File: config.mk
export PLATFORM = sky130hd
export DESIGN_NAME = agex_stage_pipe
export DESIGN_NICKNAME = d
export VERILOG_FILES = /design/src/rtl/agex_pkg.sv /design/src/rtl/agex_shift_unit.sv /design/src/rtl/agex_stage_pipe.sv
export SDC_FILE = /design/constraint.sdc
export NUM_CORES = 1
export LEC_CHECK = 0
export ABC_CLOCK_PERIOD_IN_PS = 2900
export BUFFER_PORTS_ARGS = -buffer_cell sky130_fd_sc_hd__buf_2
export CAP_MARGIN = 20
export CORE_MARGIN = 5
export CORE_UTILIZATION = 52
export CTS_BUF_LIST = sky130_fd_sc_hd__clkbuf_4 sky130_fd_sc_hd__clkbuf_8
export CTS_CLUSTER_SIZE = 16
export DETAILED_ROUTE_END_ITERATION = 16
export PLACE_DENSITY = 0.8
export SLEW_MARGIN = 20
export SYNTH_ARGS = -nofsm -noshare
export SYNTH_HDL_FRONTEND = slang
export SYNTH_SLANG_ARGS = --single-unit
File: constraint.sdc
create_clock -name clk -period 2.9 [get_ports clk]
set_input_delay 0.145 -clock clk [delete_from_list [all_inputs] [get_ports clk]]
set_output_delay 0.145 -clock clk [all_outputs]
set_load 0.1 [all_outputs]
File: src/rtl/agex_pkg.sv
// agex_pkg: control-store field positions, ALU opcodes and AGEX FSM states
package agex_pkg;
  localparam int CS_ADDR1MUX   = 0;
  localparam int CS_ADDR2MUX   = 1;
  localparam int CS_LSHF1      = 3;
  localparam int CS_ADDRESSMUX = 4;
  localparam int CS_SR2MUX     = 5;
  localparam int CS_ALUK       = 6;
  localparam int CS_RESULTMUX  = 8;
  localparam int CS_MEM_LO     = 9;
  localparam int CS_MEM_HI     = 19;
  localparam int CS_BR_STALL   = 12;
  localparam int CS_LD_REG     = 18;
  localparam int CS_LD_CC      = 19;
  typedef enum logic [1:0] {ALUK_ADD = 2'b00, ALUK_AND = 2'b01, ALUK_XOR = 2'b10, ALUK_PASSA = 2'b11} aluk_e;
  typedef enum logic {IDLE = 1'b0, SHIFT = 1'b1} state_e;
endpackage

File: src/rtl/agex_shift_unit.sv
// agex_shift_unit: barrel shift by IR amount plus a one-bit step for the iterative shifter
module agex_shift_unit #(
  parameter int DATA_W = 16
) (
  input  logic [DATA_W-1:0] bar_in,
  input  logic [3:0]        amt,
  input  logic [DATA_W-1:0] step_in,
  input  logic [1:0]        mode,
  output logic [DATA_W-1:0] bar_out,
  output logic [DATA_W-1:0] step_out
);
  logic signed [DATA_W-1:0] sra;
  // mode[0]=0 left, mode[0]=1 right; mode[1] selects arithmetic right shift
  always_comb begin
    sra      = $signed(bar_in) >>> amt;
    bar_out  = !mode[0] ? bar_in << amt : mode[1] ? sra : bar_in >> amt;
    step_out = !mode[0] ? {step_in[DATA_W-2:0], 1'b0} : {mode[1] & step_in[DATA_W-1], step_in[DATA_W-1:1]};
  end
endmodule

File: src/rtl/agex_stage_pipe.sv
// agex_stage_pipe: address-generate/execute stage with optional iterative shifter feeding the MEM latch
module agex_stage_pipe
  import agex_pkg::*;
#(
  parameter int DATA_W     = 16,
  parameter int SHIFT_ITER = 0
) (
  input  logic              clk,
  input  logic              rst,
  input  logic              agex_v,
  input  logic [DATA_W-1:0] agex_npc,
  input  logic [15:0]       agex_ir,
  input  logic [DATA_W-1:0] agex_sr1,
  input  logic [DATA_W-1:0] agex_sr2,
  input  logic [2:0]        agex_cc,
  input  logic [2:0]        agex_drid,
  input  logic [19:0]       agex_cs,
  input  logic              mem_stall,
  input  logic              flush,
  output logic              mem_v,
  output logic [DATA_W-1:0] mem_npc,
  output logic [15:0]       mem_ir,
  output logic [DATA_W-1:0] mem_alu_result,
  output logic [DATA_W-1:0] mem_address,
  output logic [2:0]        mem_cc,
  output logic [2:0]        mem_drid,
  output logic [10:0]       mem_cs,
  output logic              ld_agex,
  output logic              agex_busy,
  output logic              v_agex_ld_reg,
  output logic              v_agex_ld_cc,
  output logic              v_agex_br_stall
);
  logic [DATA_W-1:0] addr1, addr2, addr2_sh, address, alu_b, alu_out, bar_out, step_out, shift_res, result;
  logic [DATA_W-1:0] acc, acc_nxt;
  logic [3:0]        cnt, cnt_nxt;
  state_e            state, state_nxt;
  aluk_e             aluk;
  logic              start, ld_mem;

  agex_shift_unit #(.DATA_W(DATA_W)) u_shift (
    .bar_in  (agex_sr1),
    .amt     (agex_ir[3:0]),
    .step_in (acc),
    .mode    (agex_ir[5:4]),
    .bar_out (bar_out),
    .step_out(step_out)
  );

  // address adder, ALU and result selection
  always_comb begin
    addr1     = agex_cs[CS_ADDR1MUX] ? agex_sr1 : agex_npc;
    addr2     = agex_cs[CS_ADDR2MUX+1] ? (agex_cs[CS_ADDR2MUX] ? DATA_W'($signed(agex_ir[10:0])) : DATA_W'($signed(agex_ir[8:0])))
                                       : (agex_cs[CS_ADDR2MUX] ? DATA_W'($signed(agex_ir[5:0])) : '0);
    addr2_sh  = agex_cs[CS_LSHF1] ? addr2 << 1 : addr2;
    address   = agex_cs[CS_ADDRESSMUX] ? addr1 + addr2_sh : DATA_W'({agex_ir[7:0], 1'b0});
    alu_b     = agex_cs[CS_SR2MUX] ? DATA_W'($signed(agex_ir[4:0])) : agex_sr2;
    aluk      = aluk_e'(agex_cs[CS_ALUK +: 2]);
    alu_out   = aluk == ALUK_ADD ? agex_sr1 + alu_b :
                aluk == ALUK_AND ? agex_sr1 & alu_b :
                aluk == ALUK_XOR ? agex_sr1 ^ alu_b : agex_sr1;
    shift_res = state == SHIFT ? acc : bar_out;
    result    = agex_cs[CS_RESULTMUX] ? alu_out : shift_res;
  end

  assign v_agex_ld_reg   = agex_v & agex_cs[CS_LD_REG] & ~flush;
  assign v_agex_ld_cc    = agex_v & agex_cs[CS_LD_CC] & ~flush;
  assign v_agex_br_stall = agex_v & agex_cs[CS_BR_STALL] & ~flush;

  // shifter FSM next state; start can only fire in the iterative build, so state stays IDLE otherwise
  always_comb begin
    start     = (SHIFT_ITER != 0) && state == IDLE && agex_v && !agex_cs[CS_RESULTMUX] && agex_ir[3:0] != 4'd0 && !flush && !mem_stall;
    agex_busy = start || (state == SHIFT && cnt != 4'd0);
    ld_agex   = ~mem_stall & ~agex_busy;
    ld_mem    = ld_agex;
    state_nxt = state;
    acc_nxt   = acc;
    cnt_nxt   = cnt;
    if (flush) begin
      state_nxt = IDLE;
      cnt_nxt   = '0;
    end else if (start) begin
      state_nxt = SHIFT;
      acc_nxt   = agex_sr1;
      cnt_nxt   = agex_ir[3:0];
    end else if (state == SHIFT && !mem_stall) begin
      state_nxt = cnt != 4'd0 ? SHIFT : IDLE;
      acc_nxt   = cnt != 4'd0 ? step_out : acc;
      cnt_nxt   = cnt != 4'd0 ? cnt - 4'd1 : cnt;
    end
  end

  // shifter FSM registers
  always_ff @(posedge clk) begin
    if (rst) begin
      state <= IDLE;
      acc   <= '0;
      cnt   <= '0;
    end else begin
      state <= state_nxt;
      acc   <= acc_nxt;
      cnt   <= cnt_nxt;
    end
  end

  // MEM latch: flush or normal load, bubble while the shifter is busy, hold on stall
  always_ff @(posedge clk) begin
    if (rst) begin
      mem_v          <= 1'b0;
      mem_npc        <= '0;
      mem_ir         <= '0;
      mem_alu_result <= '0;
      mem_address    <= '0;
      mem_cc         <= '0;
      mem_drid       <= '0;
      mem_cs         <= '0;
    end else if (flush || ld_mem) begin
      mem_v          <= agex_v & ~flush;
      mem_npc        <= agex_npc;
      mem_ir         <= agex_ir;
      mem_alu_result <= result;
      mem_address    <= address;
      mem_cc         <= agex_cc;
      mem_drid       <= agex_drid;
      mem_cs         <= agex_cs[CS_MEM_HI:CS_MEM_LO];
    end else if (!mem_stall) begin
      mem_v <= 1'b0;
    end
  end
endmodule

## Word-level counts from Yosys, hierarchy flattened

Cells that the tools add are included.

| cells by class | value |
|---|---|
| mux-type cells | 18 |
| shift operators | 3 |
| reductions and logical operators | 9 |
| $add $sub $neg | 3 |
| eq/ne operators | 3 |
| bitwise gates (word level) | 14 |

Operators with widths:

| kind | number |
|---|---|
| 16-bit 2-to-1 mux | 15 |
| 16-bit adder | 2 |
| 16-bit AND | 1 |
| 16-bit by 4-bit << shifter with 16-bit output | 1 |
| 16-bit by 4-bit right shift with 16-bit output | 1 |
| 16-bit by 4-bit >>> shifter with 16-bit output | 1 |
| 16-bit bitwise XOR | 1 |
| 1-bit AND | 9 |
| 4-bit nonzero test | 1 |
| 4-bit by 1-bit subtractor with 4-bit output, second input constant | 1 |
| 1-bit 2-to-1 mux | 3 |
| 1-bit NOT | 3 |
| 3-bit AND reduction | 1 |
| 2-bit by 1-bit equality test with 1-bit output, second input constant | 1 |
| 2-bit equality test, second input constant | 1 |
| 1-bit logical AND | 2 |
| 2-bit logical NOT | 1 |
| 2-bit by 1-bit != test with 1-bit output, second input constant | 1 |
| 2-bit AND reduction | 1 |
| 2-bit OR reduction | 1 |
| 1-bit logical NOT | 1 |
| 1-bit logical OR | 1 |

| word-level totals | value |
|---|---|
| word-level logic and storage cells | 61 |
| register bits | 103 |

## Longest topological paths before layout

Gate-level depths: netlist of the first run.

| depth | value |
|---|---|
| depth in word-level cells | 6 |
| depth in mapped cells | 14 |
| mapped depth without buffers | 12 |

## Modules after synthesis

From an unflattened synthesis of the first run, not the netlist that was laid out.

| unflattened totals | value |
|---|---|
| cells, all modules | 1103 |
| area total of the unflattened synthesis | 8388.0 um^2 |

Modules (own cells, without submodules):

| module | area an instance (um^2) | sequential area each (um^2) | cells each | times used |
|---|---|---|---|---|
| agex_stage_pipe | 6388.6 | 2062.0 | 842 | 1 |
| agex_shift_unit | 1999.4 | 0.0 | 261 | 1 |

## Worst setup path before layout of the first run

No wires, ideal clock.

| timing | value |
|---|---|
| path type | input port to flip-flop |
| start | in agex_ir[2] |
| end | reg mem_address[14] |
| stages | 13 |
| setup time | 119 ps |
| slack | -147 ps |
| arrival | 2928 ps |
| cells stage by stage | buf_2 > buf_2 > buf_2 > clkbuf_1 > mux2i_1 > nor2_1 > ha_1 > nor2b_1 > o21a_1 > o21ai_2 > a2111oi_0 > or4_1 > a32o_1 |

| between the ends | value |
|---|---|
| longest elaborated chain between the ends | 5 |
| elaborated cells on any way between the ends | 6 |
| those cells by class | add/sub (1); mux (5) |

RTL lines:

| item | RTL line | text |
|---|---|---|
| from (decl) | agex_stage_pipe.sv:12 | `input logic [15:0] agex_ir,` |
| 16-bit 2-to-1 mux (on tied branches) | agex_stage_pipe.sv:54, agex_stage_pipe.sv:53 |  |
| 16-bit 2-to-1 mux * | agex_stage_pipe.sv:53 | `addr2 = agex_cs[CS_ADDR2MUX+1] ? (agex_cs[CS_ADDR2MUX] ? DATA_W'($signed(agex_ir[10:0])) : DATA_W'($signed(age ...` |
| 16-bit 2-to-1 mux * | agex_stage_pipe.sv:55 | `addr2_sh = agex_cs[CS_LSHF1] ? addr2 << 1 : addr2;` |
| 16-bit adder * | agex_stage_pipe.sv:56 | `address = agex_cs[CS_ADDRESSMUX] ? addr1 + addr2_sh : DATA_W'({agex_ir[7:0], 1'b0});` |
| 16-bit 2-to-1 mux * | agex_stage_pipe.sv:56 |  |
| to (signal assigned) | agex_stage_pipe.sv:122 | `mem_address <= address;` |
| to (decl) | agex_stage_pipe.sv:24 | `output logic [DATA_W-1:0] mem_address,` |

Mark *: on every way between the ends. The rest lies on a longest branch, timed or not.
A chain may end at the register's enable or synchronous reset.

## Final worst setup path of the first run

| timing | value |
|---|---|
| start | in agex_ir[10] |
| end | reg mem_address[14] |

| between the ends | value |
|---|---|
| longest elaborated chain between the ends | 5 |

RTL lines:

| item | RTL line |
|---|---|
| 16-bit 2-to-1 mux (2 in a row) | agex_stage_pipe.sv:53 |
| 16-bit 2-to-1 mux | agex_stage_pipe.sv:55 |
| 16-bit adder | agex_stage_pipe.sv:56 |
| 16-bit 2-to-1 mux | agex_stage_pipe.sv:56 |

No other way between the ends.

==> results of run 1 <==
[logic make-up (layout without fill, tap and decap cells)]
kind of cell	Yosys count	after routing	synth area share, %
and+or+nand+nor	346	346	18.7
AOI/OAI and AO/OA	303	303	23.4
buffers and inverters	122	303	6.21
muxes	121	121	20.2
DFF	103	103	24.6
adders and majority gates	34	34	5.26
xor gates and xnor gates	16	16	1.67
[path summary, 6_finish.rpt]
| check | cells after the start | endpoint | slack [ps] |
|---|---|---|---|
| worst max-delay path | 11 | mem_address[14] | 220 |
| worst min-delay path | 3 | mem_npc[14] | 80 |
| worst max register to register | 8 | mem_alu_result[15] | 570 |
| worst min register to register | 2 | mem_cs[8] | 450 |
[routing by layer]
metal / up-vias / global-route usage [%] / part of all wire [%]
li1: 4186 / - / -
met4: 0 / 10.4 / 3.2
met5: - / 0 / 0
met3: 85 / 6.69 / 10
met1: 4248 / 41.2 / 41
met2: 533 / 46.8 / 46
[state kept, by name, indices dropped and copies added, names as in the netlist, 4 cells and up]
signal and count:
mem_address 16, mem_alu_result 16, mem_cs 11, mem_ir 16, cnt 4, mem_npc 16, acc 16
[Yosys cell counts (all sizes together) (7+ instances only)]
cell / n / area [um2]
a211oi: 31 / 238
a21o: 9 / 67.6
a21oi: 97 / 489
a31oi: 7 / 43.8
and3: 9 / 56.3
buf: 32 / 183
clkbuf: 60 / 225
dfxtp: 103 / 2060
ha: 32 / 400
inv: 29 / 109
mux2: 32 / 360
mux2i: 56 / 561
mux4: 33 / 769
nand2: 166 / 623
nand2b: 13 / 81.3
nand3: 16 / 80.1
nor2: 76 / 285
nor2b: 9 / 56.3
nor3: 15 / 75.1
o2111ai: 7 / 61.3
o211ai: 11 / 82.6
o21ai: 67 / 339
o31ai: 9 / 72.6
xnor2: 11 / 96.3
[area by class of cell]
cell class	count	area, um2
Tap cell	216	270
Fill cell	1360	5790
Inverter	30	113
Clock inverter	7	81.3
Clock buffer	9	124
Sequential cell	103	2060
Multi-Input combinational cell	820	5810
Timing Repair Buffer	257	1580
[report_power, final]
part / switching (mW) / total, mW / internal [mW]
logic: 1.48 / 2.11 / 0.637
registers: 0.0500 / 1.56 / 1.51
clock network: 0.625 / 0.975 / 0.349
total: 2.15 / 4.65 / 2.49
[worst max-delay path, stage by stage]
cell and delay [ps]:
dlygate4sd3_1 530, buf_2 150, a21o_1 170, a21boi_1 270, inv_1 150, ha_1 410, and3_1 220, nand2_1 110
a2111oi_2 70, or4_1 510, a32o_1 250
[repair_timing]
action,CTS,global route
endpoints found under the hold margin,42,0
hold buffers,42,0
setup endpoints to repair,0,1
gates resized for setup,0,2
==> results by group, run 1 <==
Clock tree
  • Clock sinks: 103
  • Clock Path Buffers: 2
  • CTS tree: built
  • CTS buffer count: 9
  • Root Driver: clkbuf_8
  • Post-CTS Setup Bufs: 0
  • Worst-path clk slew: 130 ps
  • H-Tree Depth: 3
  • Clk_lat worst skew: 420 ps

STA
  • Sum of negative setup slack: 0 ps
  • Worst Max-Slew Pin Slew: 776 ps
  • Final Hold Fails: 0
  • Post-layout minimum cycle time: 2680 ps
  • Hold_ws: 79.7 ps
  • Worst Skew: 16.7 ps
  • Fmax: 0.374 GHz
  • Pins Over Slew Limit: 0
  • Final setup viols: 0
  • Max_slew headroom: between 40 and 50%
  • Tcrit/Tclk final: ~90%
  • Final worst slack: 224 ps
  • RSZ-0062 raised after global routing: no

Placement
  • Placement Cell Area: 9410 um2
  • RD Place Congestion: 0.988
  • IO buf count: approximately 180
  • Worst slack at placement: approximately 50 ps
  • Placed Cells: 1,384
  • DP HPWL: around 21,000 um

Global route
  • GR Overflow Total: 0
  • Antenna violations before repair: 0
  • First-pass GRT wire length: 44,600 um
  • Overall Global Routing Usage: 30.1%
  • Pin count of the biggest net entering global routing: 56
  • Via count of the first global-routing pass: 8,253

Route
  • Drt first pass iters: 6
  • WL/cell: 20.1 um
  • Post-DR vias/cell: 6.28
  • Iteration-0 DRC Markers: 1,316
  • DRT antenna net count: 0
  • DR DRC count: 0
  • Wirelength, routed: 29,000 um
  • Via count: 9,052

Layout
  • Commonest non-fill, non-tap cell in the layout: buf_2
  • Commonest non-fill, non-tap cells in the layout: buf_2, nand2_1, dfxtp_1
  • Nets: 1,350
  • Share of cells above drive strength 1: about a quarter
  • Area grow syn2layout: 19.9%
  • Final Cell Area: 10,000 um2
  • Final Core Density: 63.4%
  • Finished Layout Cells: 1,442
  • Diode count: 0

Setup path
  • Crit path DAT: approximately 3000 ps
  • CP required: approximately 3200 ps
  • Kind of critical path: in2reg
  • Worst-path fanout max: 7
  • Crit end category: flop
  • Critical path origin: agex_ir[10]
  • Startpoint types: input port
  • Reg-to-reg startpoint: cnt[0]

Yosys
  • Async SR Flop Fraction: 0%
  • Ys Warns: 0
  • Cell variety after synth: just under 80
  • Post-synthesis cell count: roughly 1.0k
  • Post-synth EDFFs: 0
  • Mean Syn Cell Area: 8.02 um2
  • Post-Synthesis Cell Area: about 8400 um2
  • Seq cells post-synth: 103
  • Primary FF master, synth: dfxtp_1
  • Mapped Nets: 1,174
  • Seq/Total Area, Yosys: about a quarter

Die
  • Top Ports: 182
  • Total die area: between 15,000 and 20,000 um2
  • Die height: 137 um
  • Row count: 46
  • Die X: around 140 um
  • Total core area: 15,800 um2
  • Initial core utilization: 52.9%

Status
  • Status: finished, final reports clean

Min path
  • Hold Crit Class: in2reg
  • Hold path start: agex_npc[14]

Run
  • Max cap viols: 0

Power and ir drop
  • LEAKAGE: 4.44 nW
  • Power Density: 463 nW/um2
  • Peak VDD IR: 0.315 mV
  • PnR Total Power: 4.65 mW
No activity file was read; power rests on OpenSTA's default activity.
==> inputs of run 2 (changes only) <==
--- a/config.mk
+++ b/config.mk
@@ -5,15 +5,17 @@
 export SDC_FILE = /design/constraint.sdc
 export NUM_CORES = 1
 export LEC_CHECK = 0
+export ABC_AREA = 1
 export ABC_CLOCK_PERIOD_IN_PS = 2900
 export BUFFER_PORTS_ARGS = -buffer_cell sky130_fd_sc_hd__buf_2
 export CAP_MARGIN = 20
-export CORE_MARGIN = 5
+export CORE_MARGIN = 10
 export CORE_UTILIZATION = 52
 export CTS_BUF_LIST = sky130_fd_sc_hd__clkbuf_4 sky130_fd_sc_hd__clkbuf_8
 export CTS_CLUSTER_SIZE = 16
 export DETAILED_ROUTE_END_ITERATION = 16
 export PLACE_DENSITY = 0.8
+export SKIP_CTS_REPAIR_TIMING = 1
 export SLEW_MARGIN = 20
 export SYNTH_ARGS = -nofsm -noshare
 export SYNTH_HDL_FRONTEND = slang
==> results by group, run 2 <==
Status
  • Status: complete, but fails checks
  • Failing checks: hold timing

Yosys
  • Mean Syn Cell Area: 6.03 um2 (-25%)
  • Async SR Flop Fraction: 0% (unchanged)
  • Cell variety after synth: 47 (-39%)
  • Most frequent cell after synthesis: nand2_1
  • Post-Synthesis Cell Area: 8230 um2 (-1.8%)
  • Largest area contributor in the netlist: dfxtp_1
  • Seq cells post-synth: 103 (unchanged)
  • Ys Warns: 0 (unchanged)
  • List of most frequent post-synthesis cells: nand2_1, nor2_1, nand3_1
  • Post-synth EDFFs: 0 (unchanged)
  • Synth top area share: 25.1% (+0.45 points)
  • Primary FF master, synth: dfxtp_1
  • Post-synthesis cell count: 1,364 (+31%)
  • Mapped Nets: 1,493 (+27%)
  • Seq/Total Area, Yosys: 25.1% (+0.45 points)
  • Synth top area cells: dfxtp_1, nand2_1, nand3_1, nor2_1, a21oi_1

STA
  • Tcrit/Tclk final: 87.7% (-4.6 points)
  • Worst Skew: 21.2 ps (+4.57 ps)
  • Worst Max-Slew Pin Slew: 537 ps (-240 ps)
  • Fmax: 0.393 GHz (+5.2%)
  • Max_slew headroom: 64.5% (+16 points)
  • Final worst slack: 358 ps (+133 ps)
  • Final setup viols: 0 (unchanged)
  • Post-layout minimum cycle time: 2540 ps (-133 ps)
  • Final Hold Fails: 3 (+3)
  • Pins Over Slew Limit: 0 (unchanged)
  • Hold_ws: -5.37 ps (-85.1 ps)
  • RSZ-0062 raised after global routing: no
  • Sum of negative setup slack: 0 ps (unchanged)

Die
  • Total die area: 21,300 um2 (+13%)
  • Top Ports: 182 (unchanged)
  • Initial core utilization: 53.5% (+0.60 points)
  • Total core area: 15,400 um2 (-2.9%)
  • Die X: 146 um (+6.5%)
  • Die height: 146 um (+6.5%)
  • Row count: 45 (-2.2%)

Route
  • Drt first pass iters: 7 (+1)
  • Via count: 9,836 (+8.7%)
  • Post-DR vias/cell: 5.68 (-9.5%)
  • Iteration-0 DRC Markers: 1,050 (-20%)
  • DR DRC count: 0 (unchanged)
  • DRT antenna net count: 0 (unchanged)
  • WL/cell: 18.2 um (-9.2%)
  • Wirelength, routed: 31,600 um (+9.1%)

Setup path
  • CP required: 3260 ps (+40 ps)
  • Worst-path fanout max: 20 (+13)
  • Crit end category: flop
  • Startpoint types: input port
  • Kind of critical path: in2reg
  • Crit path DAT: 2900 ps (-100 ps)

Layout
  • Commonest non-fill, non-tap cells in the layout: nand2_1, buf_2, nor2_1
  • Area grow syn2layout: 14.5%
  • Commonest non-fill, non-tap cell in the layout: nand2_1
  • Final Cell Area: 9420 um2 (-6.2%)
  • Finished Layout Cells: 1,732 (+20%)
  • Nets: 1,643 (+22%)
  • Share of cells above drive strength 1: 17.8% (-7.0 points)

Clock tree
  • Worst-path clk slew: 110 ps (-20 ps)
  • CTS buffer count: 9 (unchanged)
  • Clock sinks: 103 (unchanged)
  • Root Driver: clkbuf_8
  • H-Tree Depth: 3 (unchanged)
  • Clk_lat worst skew: 400 ps (-20 ps)
  • Clock Path Buffers: 2 (unchanged)
  • CTS tree: built

Placement
  • Placed Cells: 1,712 (+24%)
  • Worst slack at placement: 45.2 ps (-5.62 ps)
  • IO buf count: 181 (unchanged)
  • DP HPWL: 25,100 um (+21%)
  • RD Place Congestion: 1.04 (+5.4%)
  • Placement Cell Area: 9200 um2 (-2.2%)

Power and ir drop
  • LEAKAGE: 4.87 nW (+9.7%)
  • Power Density: 485 nW/um2 (+4.8%)
  • Peak VDD IR: 0.327 mV (+3.6%)
  • PnR Total Power: 4.57 mW (-1.7%)

Run
  • Max cap viols: 0 (unchanged)

Global route
  • Via count of the first global-routing pass: 8,978 (+8.8%)
  • First-pass GRT wire length: 49,200 um (+10%)
  • Overall Global Routing Usage: 28.2% (-1.8 points)
  • Pin count of the biggest net entering global routing: 57 (+1.8%)
  • Antenna violations before repair: 2 (+2)
  • GR Overflow Total: 0 (unchanged)

Min path
  • Hold Crit Class: in2reg
==> run 2: final timing paths <==
kind / depth (start not counted) / end / startpoint / slack [ps]
max reg2reg: 11 / mem_address[7] / cnt[0] / 860
min: 3 / mem_cs[8] / agex_cs[17] / -5
min reg2reg: 1 / cnt[0] / cnt[0] / 460
max: 16 / mem_alu_result[8] / agex_ir[0] / 360
==> run 2: cells by family (layout without fill, tap and decap cells) <==
group           Yosys count  in the layout  synth area share (%)
compound gates          303            303                  20.7
flops                   103            103                  25.1
xor+xnor                  6              6                 0.639
simple gates            698            698                  36.1
mux                       7              7                 0.958
buf+inv                 213            368                  11.2
fa+ha+maj                34             34                  5.35
other cells               0              2                     0
==> run 2: per-layer routing <==
| metal | track usage, % | vias up | part of all wire [%] |
|---|---|---|---|
| li1 | - | 4812 | - |
| met1 | 35.3 | 4412 | 40 |
| met2 | 46.7 | 513 | 47 |
| met3 | 6.40 | 97 | 9.6 |
| met4 | 9.30 | 2 | 3.2 |
| met5 | 0 | - | 0.035 |
==> run 2: cell type report <==
cell class                 instances  area, um2
tap                              211        264
clock buffer                      11        151
inverter                         145        547
timing repair buffer             207       1110
clock inverter                     5       38.8
fill                            1560       5950
multi-input combinational       1048       5250
sequential                       103       2060
antenna                            2       5.00
==> run 2: power breakdown <==
part           total, mW  leakage [nW]  switching [mW]  internal, mW
registers           1.56         0.851          0.0485          1.51
clock network      0.918        0.0968           0.550         0.368
logic               2.09          3.92            1.60         0.494
total               4.57          4.87            2.20          2.37
==> run 2: critical path, cell delays in order <==
cell and delay, ps:
buf_2 230, inv_4 270, a21oi_1 110, ha_1 280
fa_1 500, nand3_1 120, nand3_1 180, nand3_1 120
nand2_1 120, nand2_1 80, nand2_1 40, o21ai_0 360
nand2_1 120, nand3_1 110, nand2_1 50, inv_1 50
==> run 2: metrics by stage <==
stage / hold slack [ps] / util [%]
after floorplan: 288 / -
after global placement: 393 / 59.9
after detailed placement: 399 / 59.9
after CTS: -9.99 / 61.1
after global routing: 4.52 / 61.3
final: -5.37 / 61.3
